--- config.mk ---
export PLATFORM = sky130hd
export DESIGN_NAME = jk_cmd_sequencer
export DESIGN_NICKNAME = d
export VERILOG_FILES = /design/src/rtl/jk_cmd_sequencer.sv
export SDC_FILE = /design/constraint.sdc
export NUM_CORES = 1
export LEC_CHECK = 0
export CAP_MARGIN = 25
export CORE_ASPECT_RATIO = 0.7
export CORE_MARGIN = 3
export CORE_UTILIZATION = 55
export CTS_CLUSTER_DIAMETER = 40
export DETAILED_ROUTE_END_ITERATION = 8
export GPL_TIMING_DRIVEN = 1
export HOLD_SLACK_MARGIN = 0.1
export PLACE_DENSITY = 0.77
export SLEW_MARGIN = 20
export SYNTH_ARGS = -nofsm -noshare
export SYNTH_HDL_FRONTEND = slang
export SYNTH_SLANG_ARGS = --single-unit
--- constraint.sdc ---
create_clock -name clk -period 2.9 [get_ports clk]
set_input_delay 0.435 -clock clk [delete_from_list [all_inputs] [get_ports clk]]
set_output_delay 0.435 -clock clk [all_outputs]
set_load 0.01 [all_outputs]
--- src/rtl/jk_cmd_sequencer.sv ---
// jk_cmd_sequencer: queues {op,len} JK commands in a DEPTH-entry FIFO and plays each
// onto j/k for len+1 cycles. Optional abort input: define JK_CMD_SEQ_ABORT_EN.
module jk_cmd_sequencer #(
    parameter int DEPTH = 4
) (
    input  logic                   clk,
    input  logic                   reset_n,
`ifdef JK_CMD_SEQ_ABORT_EN
    input  logic                   abort,
`endif
    input  logic                   cmd_valid,
    output logic                   cmd_ready,
    input  logic [1:0]             cmd_op,
    input  logic [3:0]             cmd_len,
    output logic                   j,
    output logic                   k,
    output logic                   busy,
    output logic [$clog2(DEPTH):0] fifo_count
);
    localparam int PW = $clog2(DEPTH);
    localparam int CW = PW + 1;
    localparam logic [CW-1:0] FULL = CW'(DEPTH);

    typedef enum logic {IDLE, APPLY} state_t;

    state_t        state_q, state_d;
    logic [5:0]    mem [DEPTH];
    logic [PW-1:0] wr_ptr_q, rd_ptr_q;
    logic [CW-1:0] count_q, count_d;
    logic [1:0]    op_q, op_d;
    logic [3:0]    rem_q, rem_d;
    logic [5:0]    head;
    logic          push, pop, flush;

`ifdef JK_CMD_SEQ_ABORT_EN
    assign flush = abort;
`else
    assign flush = 1'b0;
`endif

    assign head = mem[rd_ptr_q];
    assign push = cmd_valid && cmd_ready && !flush;

    always_comb begin
        state_d = state_q;
        op_d    = op_q;
        rem_d   = rem_q;
        pop     = 1'b0;
        case (state_q)
            IDLE: begin
                if (count_q != '0) begin
                    pop     = 1'b1;
                    state_d = APPLY;
                    op_d    = head[5:4];
                    rem_d   = head[3:0];
                end
            end
            APPLY: begin
                if (rem_q != '0) begin
                    rem_d = rem_q - 4'd1;
                end else if (count_q != '0) begin
                    pop   = 1'b1;
                    op_d  = head[5:4];
                    rem_d = head[3:0];
                end else begin
                    state_d = IDLE;
                    op_d    = '0;
                end
            end
        endcase
        if (flush) begin
            state_d = IDLE;
            op_d    = '0;
            rem_d   = '0;
            pop     = 1'b0;
        end
    end

    always_comb begin
        if (flush) begin
            count_d = '0;
        end else begin
            count_d = count_q + CW'(push) - CW'(pop);
        end
    end

    // Ready is registered from the post-edge count, so it always equals (fifo_count != DEPTH).
    always_ff @(posedge clk or negedge reset_n) begin
        if (!reset_n) begin
            state_q   <= IDLE;
            op_q      <= '0;
            rem_q     <= '0;
            wr_ptr_q  <= '0;
            rd_ptr_q  <= '0;
            count_q   <= '0;
            cmd_ready <= 1'b1;
        end else begin
            state_q   <= state_d;
            op_q      <= op_d;
            rem_q     <= rem_d;
            count_q   <= count_d;
            cmd_ready <= (count_d != FULL);
            if (flush) begin
                wr_ptr_q <= '0;
                rd_ptr_q <= '0;
            end else begin
                if (push) wr_ptr_q <= wr_ptr_q + PW'(1);
                if (pop)  rd_ptr_q <= rd_ptr_q + PW'(1);
            end
        end
    end

    always_ff @(posedge clk) begin
        if (push) mem[wr_ptr_q] <= {cmd_op, cmd_len};
    end

    assign j          = op_q[1];
    assign k          = op_q[0];
    assign busy       = (state_q == APPLY);
    assign fifo_count = count_q;

endmodule

==> results of run 1 <==
-- kinds of logic (layout without fill, tap and decap cells) --
group                      after synthesis  count (layout)  share of synthesized area
AOI/OAI and AO/OA                        7               7                     0.0338
xor gates and xnor gates                 5               5                     0.0263
adders and majority gates                9               9                     0.0721
buffers and inverters                   12              31                     0.0323
DFF                                     39              39                      0.658
muxes                                    9               9                      0.104
and+or+nand+nor                         25              25                     0.0736
-- cell usage after synthesis, types with 2 or more instances --
cell type,n,area (µm²)
xnor2_1,4,35.0
and3_1,4,25.0
inv_1,8,30.0
o21ai_0,2,10.0
ha_1,8,100
nand2_1,11,41.3
nor3_1,3,15.0
nor2_1,2,7.51
dfrtp_1,14,350
nand3_1,2,10.0
mux4_2,6,135
mux2_2,2,22.5
edfxtp_1,24,721
-- what timing repair did --
item | 4_1_cts | 5_1_grt
endpoints found under the setup margin | 0 | 1
resized for setup | 0 | 1
buffers inserted | 0 | 0
-- where the power goes --
part,total (mW),switching [mW],internal (mW)
Combinational,0.635,0.286,0.349
Clock,0.346,0.177,0.169
Sequential,0.901,0.135,0.766
Total,1.88,0.599,1.28
-- path summary, 6_finish.rpt --
path,end,slack [ns],depth (start not counted)
max in group asynchronous,fifo_count[0]$_DFF_PN0_,1.90,1
min in group asynchronous,busy$_DFF_PN0_,0.56,1
worst min register to register,op_q[0]$_DFFE_PN0P_,0.53,2
worst max-delay path,cmd_ready$_DFF_PN1_,0.25,13
worst min-delay path,op_q[0]$_DFFE_PN0P_,0.53,2
worst max register to register,cmd_ready$_DFF_PN1_,0.25,13
-- final cells by class --
type / instances / area share
flip-flops and latches: 39 / 0.572
multi-input cells: 55 / 0.269
clock inverters: 1 / 0.00261
repair buffers: 15 / 0.0782
inverters: 8 / 0.0156
clock buffers: 7 / 0.0398
well taps: 36 / 0.0235
-- through the flow --
stage	hold slack, ns	util	cells	instance area, µm²	setup slack, ns
after floorplan	0.139	-	106	1670	0.463
after global placement	0.498	0.647	153	1840	0.321
after detailed placement	0.503	0.647	153	1840	0.220
after CTS	0.541	0.675	161	1920	0.181
after global routing	0.570	0.675	161	1920	0.0746
final	0.535	0.675	161	1920	0.246
-- metal layers --
metal,global-route usage,part of all wire,up-vias
met5,0,0,-
met1,0.219,0.48,439
met3,0.0521,0.053,2
met4,0.0750,0.0084,0
li1,-,-,421
met2,0.252,0.46,20
-- critical path, stage by stage, from the launching register on --
cell and delay [ns]:
dfrtp_1 0.38, inv_1 0.12, ha_1 0.16, or3b_1 0.36
nand2_1 0.12, nand2_1 0.12, inv_2 0.15, ha_1 0.14
inv_1 0.04, ha_1 0.18, fa_1 0.38, xnor2_1 0.19
xnor2_1 0.17, nand2_1 0.08
-- state kept, by name, summed over array words and instances (netlist names) --
signal	cells
busy	1
rd_ptr_q	2
cmd_ready	1
op_q	2
wr_ptr_q	2
mem	24
rem_q	4
fifo_count	3
==> results.json, run 1 <==
{
  "wl_per_cell_um": 17.0,
  "syn_nets": 124,
  "antenna_found_initial": 0,
  "critPathLaunch": "rem_q[0]$_DFF_PN0_",
  "place.gp.congestion": 0.798,
  "ys_seq_elements": 39,
  "clockBufferDepth": 2,
  "fp.dieH_um": 52.1,
  "synthArstFlopShare": 0.385,
  "grt_pass1_vias": 916,
  "regArea_um2": 1100,
  "drive_above_1_share": 0.160,
  "synth_ff_type": "edfxtp_1",
  "cts_tree": "yes",
  "mostFrequentLayoutCells": "edfxtp_1, clkdlybuf4s50_1, dfrtp_1",
  "worst_slew_pin_slew_ns": 0.694,
  "first_iter_violations": 46,
  "finalCriticalPeriod_ns": 2.65,
  "coreArea_um2": 2840,
  "ctsRootBufferMaster": "clkbuf_8",
  "yosysSeqAreaShare": 0.658,
  "nNetsFinal": 142,
  "relSlewSlack": 0.536,
  "syn_avg_cell_area_um2": 15.7,
  "dieArea_um2": 3740,
  "grt.total_usage": 0.165,
  "dp_hpwl_mm": 1.91,
  "critPathKind": "flip-flop to flip-flop",
  "synth_edf_count": 24,
  "p_per_area_nw_per_um2": 981,
  "ios": 16,
  "clock_skew_ns": 0.00572,
  "totalWireLength_mm": 2.74,
  "crit_required_ns": 3.12,
  "p_total_mw": 1.88,
  "max_freq_mhz": 377,
  "port-buffer-count": 15,
  "initial_core_util": 0.586,
  "area_delta_synth_final_pct": 15.2,
  "hold_buffers": 0,
  "cts_made_buffers": 5,
  "grt_pass1_wl_mm": 4.36,
  "yosysUniqueCellTypes": 29,
  "clk_pin_slew_ns": 0.07,
  "worstHoldStart": "op_q[0]$_DFFE_PN0P_",
  "finalCritPeriodShare": 0.915,
  "maxCapViolCount": 0,
  "first_pass_iters": 4,
  "cp.arrival_ns": 2.87,
  "start_kind": "flip-flop",
  "vias": 882,
  "grt_max_degree": 16,
  "chipWidth_um": 71.8,
  "synth_cells": 106,
  "insertion_delay_ns": 0.29,
  "timing.rr.start": "rem_q[0]$_DFF_PN0_",
  "antenna_cells": 0,
  "setup_viol": 0,
  "viasPerCell": 5.48,
  "leakagePower_nw": 0.755,
  "rsz0062_at_grt": "no",
  "hold_path_class": "flip-flop to flip-flop",
  "cts.sinks": 39,
  "crit_fanout": 6,
  "end_kind": "flip-flop",
  "drc": 0,
  "fill_cells": 207,
  "vdd_ir_drop_max_v": 0.000582,
  "overflow": 0,
  "netlist_area_um2": 1670,
  "ys_warn_count": 0,
  "rows": 16,
  "htree_levels": 2,
  "status": "complete, no violations",
  "drv_slew": 0,
  "final_common_cell": "edfxtp_1",
  "multi_input_area_um2": 515,
  "ant_nets": 0,
  "tns_ns": 0,
  "hold_viol": 0
}
Power figures use the tool's default switching activity.
==> run 2, diff against run 1 <==
Settings changed: CAP_MARGIN 25 to 20.
==> results of run 2 <==
The final DEF is identical to that of run 1; final timing and power are the same.
==> run 3, diff against run 2 <==
Settings changed: CTS_BUF_LIST set to sky130_fd_sc_hd__clkbuf_16, SETUP_SLACK_MARGIN set to 0.2.
==> run 3 against run 2 <==
Clock skew shrank 0.0025 ns. Worst setup slack better by 0.079 ns. Die area did not move. Hold slack worse by 0.0029 ns. Clock power increased by 45%. Combinational power is 3.3% higher. First-iteration DRC count up 33%. Routed wire length up 2.7%. Sequential cell count unchanged. Fmax grew 3.1%. Design area grew 4.0%. Clock-buffer cell count fell by 2. Largest cell class unchanged. Highest routed layer unchanged.
==> results.json, run 3 (synthesis results as in run 1) <==
{
  "status": "complete, no violations",
  "antenna_found_initial": 0,
  "nNetsFinal": 144,
  "top_register": "mem",
  "mostFrequentLayoutCells": "edfxtp_1, clkdlybuf4s50_1, dfrtp_1",
  "wl_per_cell_um": 17.3,
  "insertion_delay_ns": 0.28,
  "start_kind": "flip-flop",
  "worst_r2r_path_depth": 13,
  "drv_slew": 0,
  "finalCritPeriodShare": 0.888,
  "antenna_cells": 0,
  "clock_skew_ns": 0.00317,
  "ant_nets": 0,
  "hold_slack_ns": 0.532,
  "first_iter_violations": 61,
  "vdd_ir_drop_max_v": 0.000726,
  "fp.dieH_um": 52.1,
  "first_pass_iters": 4,
  "area_delta_synth_final_pct": 19.7,
  "cts_tree": "yes",
  "grt_max_degree": 16,
  "grt.total_usage": 0.171,
  "maxCapViolCount": 0,
  "viasPerCell": 5.48,
  "hold_buffers": 0,
  "relSlewSlack": 0.530,
  "cp.arrival_ns": 2.77,
  "cts.sinks": 39,
  "crit_fanout": 3,
  "ios": 16,
  "setup_viol": 0,
  "vias": 894,
  "dp_hpwl_mm": 1.91,
  "drive_above_1_share": 0.197,
  "chipWidth_um": 71.8,
  "tns_ns": 0,
  "crit_required_ns": 3.10,
  "hold_path_class": "flip-flop to flip-flop",
  "final_common_cell": "edfxtp_1",
  "rows": 16,
  "fill_cells": 200,
  "clockBufferDepth": 2,
  "initial_core_util": 0.586,
  "rsz0062_at_grt": "no",
  "overflow": 0,
  "ctsRootBufferMaster": "clkbuf_16",
  "grt_pass1_vias": 948,
  "drc": 0,
  "place.gp.congestion": 0.798,
  "htree_levels": 2,
  "port-buffer-count": 15,
  "max_freq_mhz": 388,
  "dieArea_um2": 3740,
  "hold_viol": 0,
  "worst_slew_pin_slew_ns": 0.703,
  "totalWireLength_mm": 2.82,
  "holdPathStages": 2,
  "critPathKind": "flip-flop to flip-flop",
  "leakagePower_nw": 0.799,
  "finalCriticalPeriod_ns": 2.57,
  "end_kind": "flip-flop",
  "cts_made_buffers": 5,
  "clk_pin_slew_ns": 0.05,
  "r2r_slack_ns": 0.33,
  "coreArea_um2": 2840,
  "grt_pass1_wl_mm": 4.49,
  "largest_register_ffs": 24,
  "p_per_area_nw_per_um2": 1030
}
## run 3: changes by cell type in the layout (fill, tap and decap cells not counted), moves of 2 or more
cell	previous run	this run
clkbuf_16	0	5
clkbuf_8	5	0
buf_4	0	2
clkbuf_1	2	0
## run 3: final cells by class
| class | count | area (µm²) | share of cell area |
|---|---|---|---|
| inverters | 8 | 30.0 | 0.0150 |
| well taps | 36 | 45.0 | 0.0226 |
| repair buffers | 17 | 165 | 0.0828 |
| clock inverters | 3 | 12.5 | 0.00627 |
| multi-input cells | 55 | 520 | 0.261 |
| clock buffers | 5 | 125 | 0.0627 |
| flip-flops and latches | 39 | 1100 | 0.550 |
## run 3: report_power, final
group	switching (mW)	total, mW	internal (mW)	leakage, nW
Sequential	0.139	0.907	0.768	0.391
Clock	0.190	0.500	0.310	0.0762
Combinational	0.295	0.656	0.361	0.332
Total	0.624	2.06	1.44	0.799
## run 3: stage by stage
step / area [µm²] / total power [mW] / cells / setup WS, ns / utilization
global placement: 1840 / 1.51 / 153 / 0.321 / 0.647
floorplan: 1670 / 1.34 / 106 / 0.463 / -
detailed placement: 1840 / 1.55 / 153 / 0.220 / 0.647
global route: 2000 / 2.17 / 163 / 0.206 / 0.702
finish: 2000 / 2.06 / 163 / 0.325 / 0.702
CTS: 1980 / 2.07 / 161 / 0.234 / 0.695
## run 3: worst max-delay path, stage by stage, from the launching register on
cell	delay, ns
dfrtp_1	0.39
inv_1	0.09
ha_1	0.14
or3b_4	0.38
nand2_2	0.10
nand2_1	0.11
inv_2	0.10
ha_1	0.12
inv_1	0.04
ha_1	0.18
fa_1	0.38
xnor2_1	0.15
xnor2_1	0.24
nand2_1	0.08
## run 3: path summary, 6_finish.rpt
check | end | from
max in group asynchronous | wr_ptr_q[1]$_DFFE_PN0P_ | reset_n
hold reg to reg | op_q[0]$_DFFE_PN0P_ | op_q[0]$_DFFE_PN0P_
min in group asynchronous | busy$_DFF_PN0_ | reset_n
hold / removal | op_q[0]$_DFFE_PN0P_ | op_q[0]$_DFFE_PN0P_
setup / recovery | cmd_ready$_DFF_PN1_ | rem_q[1]$_DFF_PN0_
setup reg to reg | cmd_ready$_DFF_PN1_ | rem_q[1]$_DFF_PN0_
## run 3: what timing repair did
action,4_1_cts,5_1_grt
endpoints found under the setup margin,1,2
cloned,0,0
setup buffers,0,2
pin swaps,0,1
gates resized for setup,1,3
## run 3: per-layer routing
layer,wire (µm),global-route usage,share of wire,vias up
met5,0,0,0,-
met4,51,0.0875,0.018,0
met3,127,0.0521,0.045,4
met2,1310,0.256,0.46,18
met1,1330,0.227,0.47,447
li1,-,-,-,425
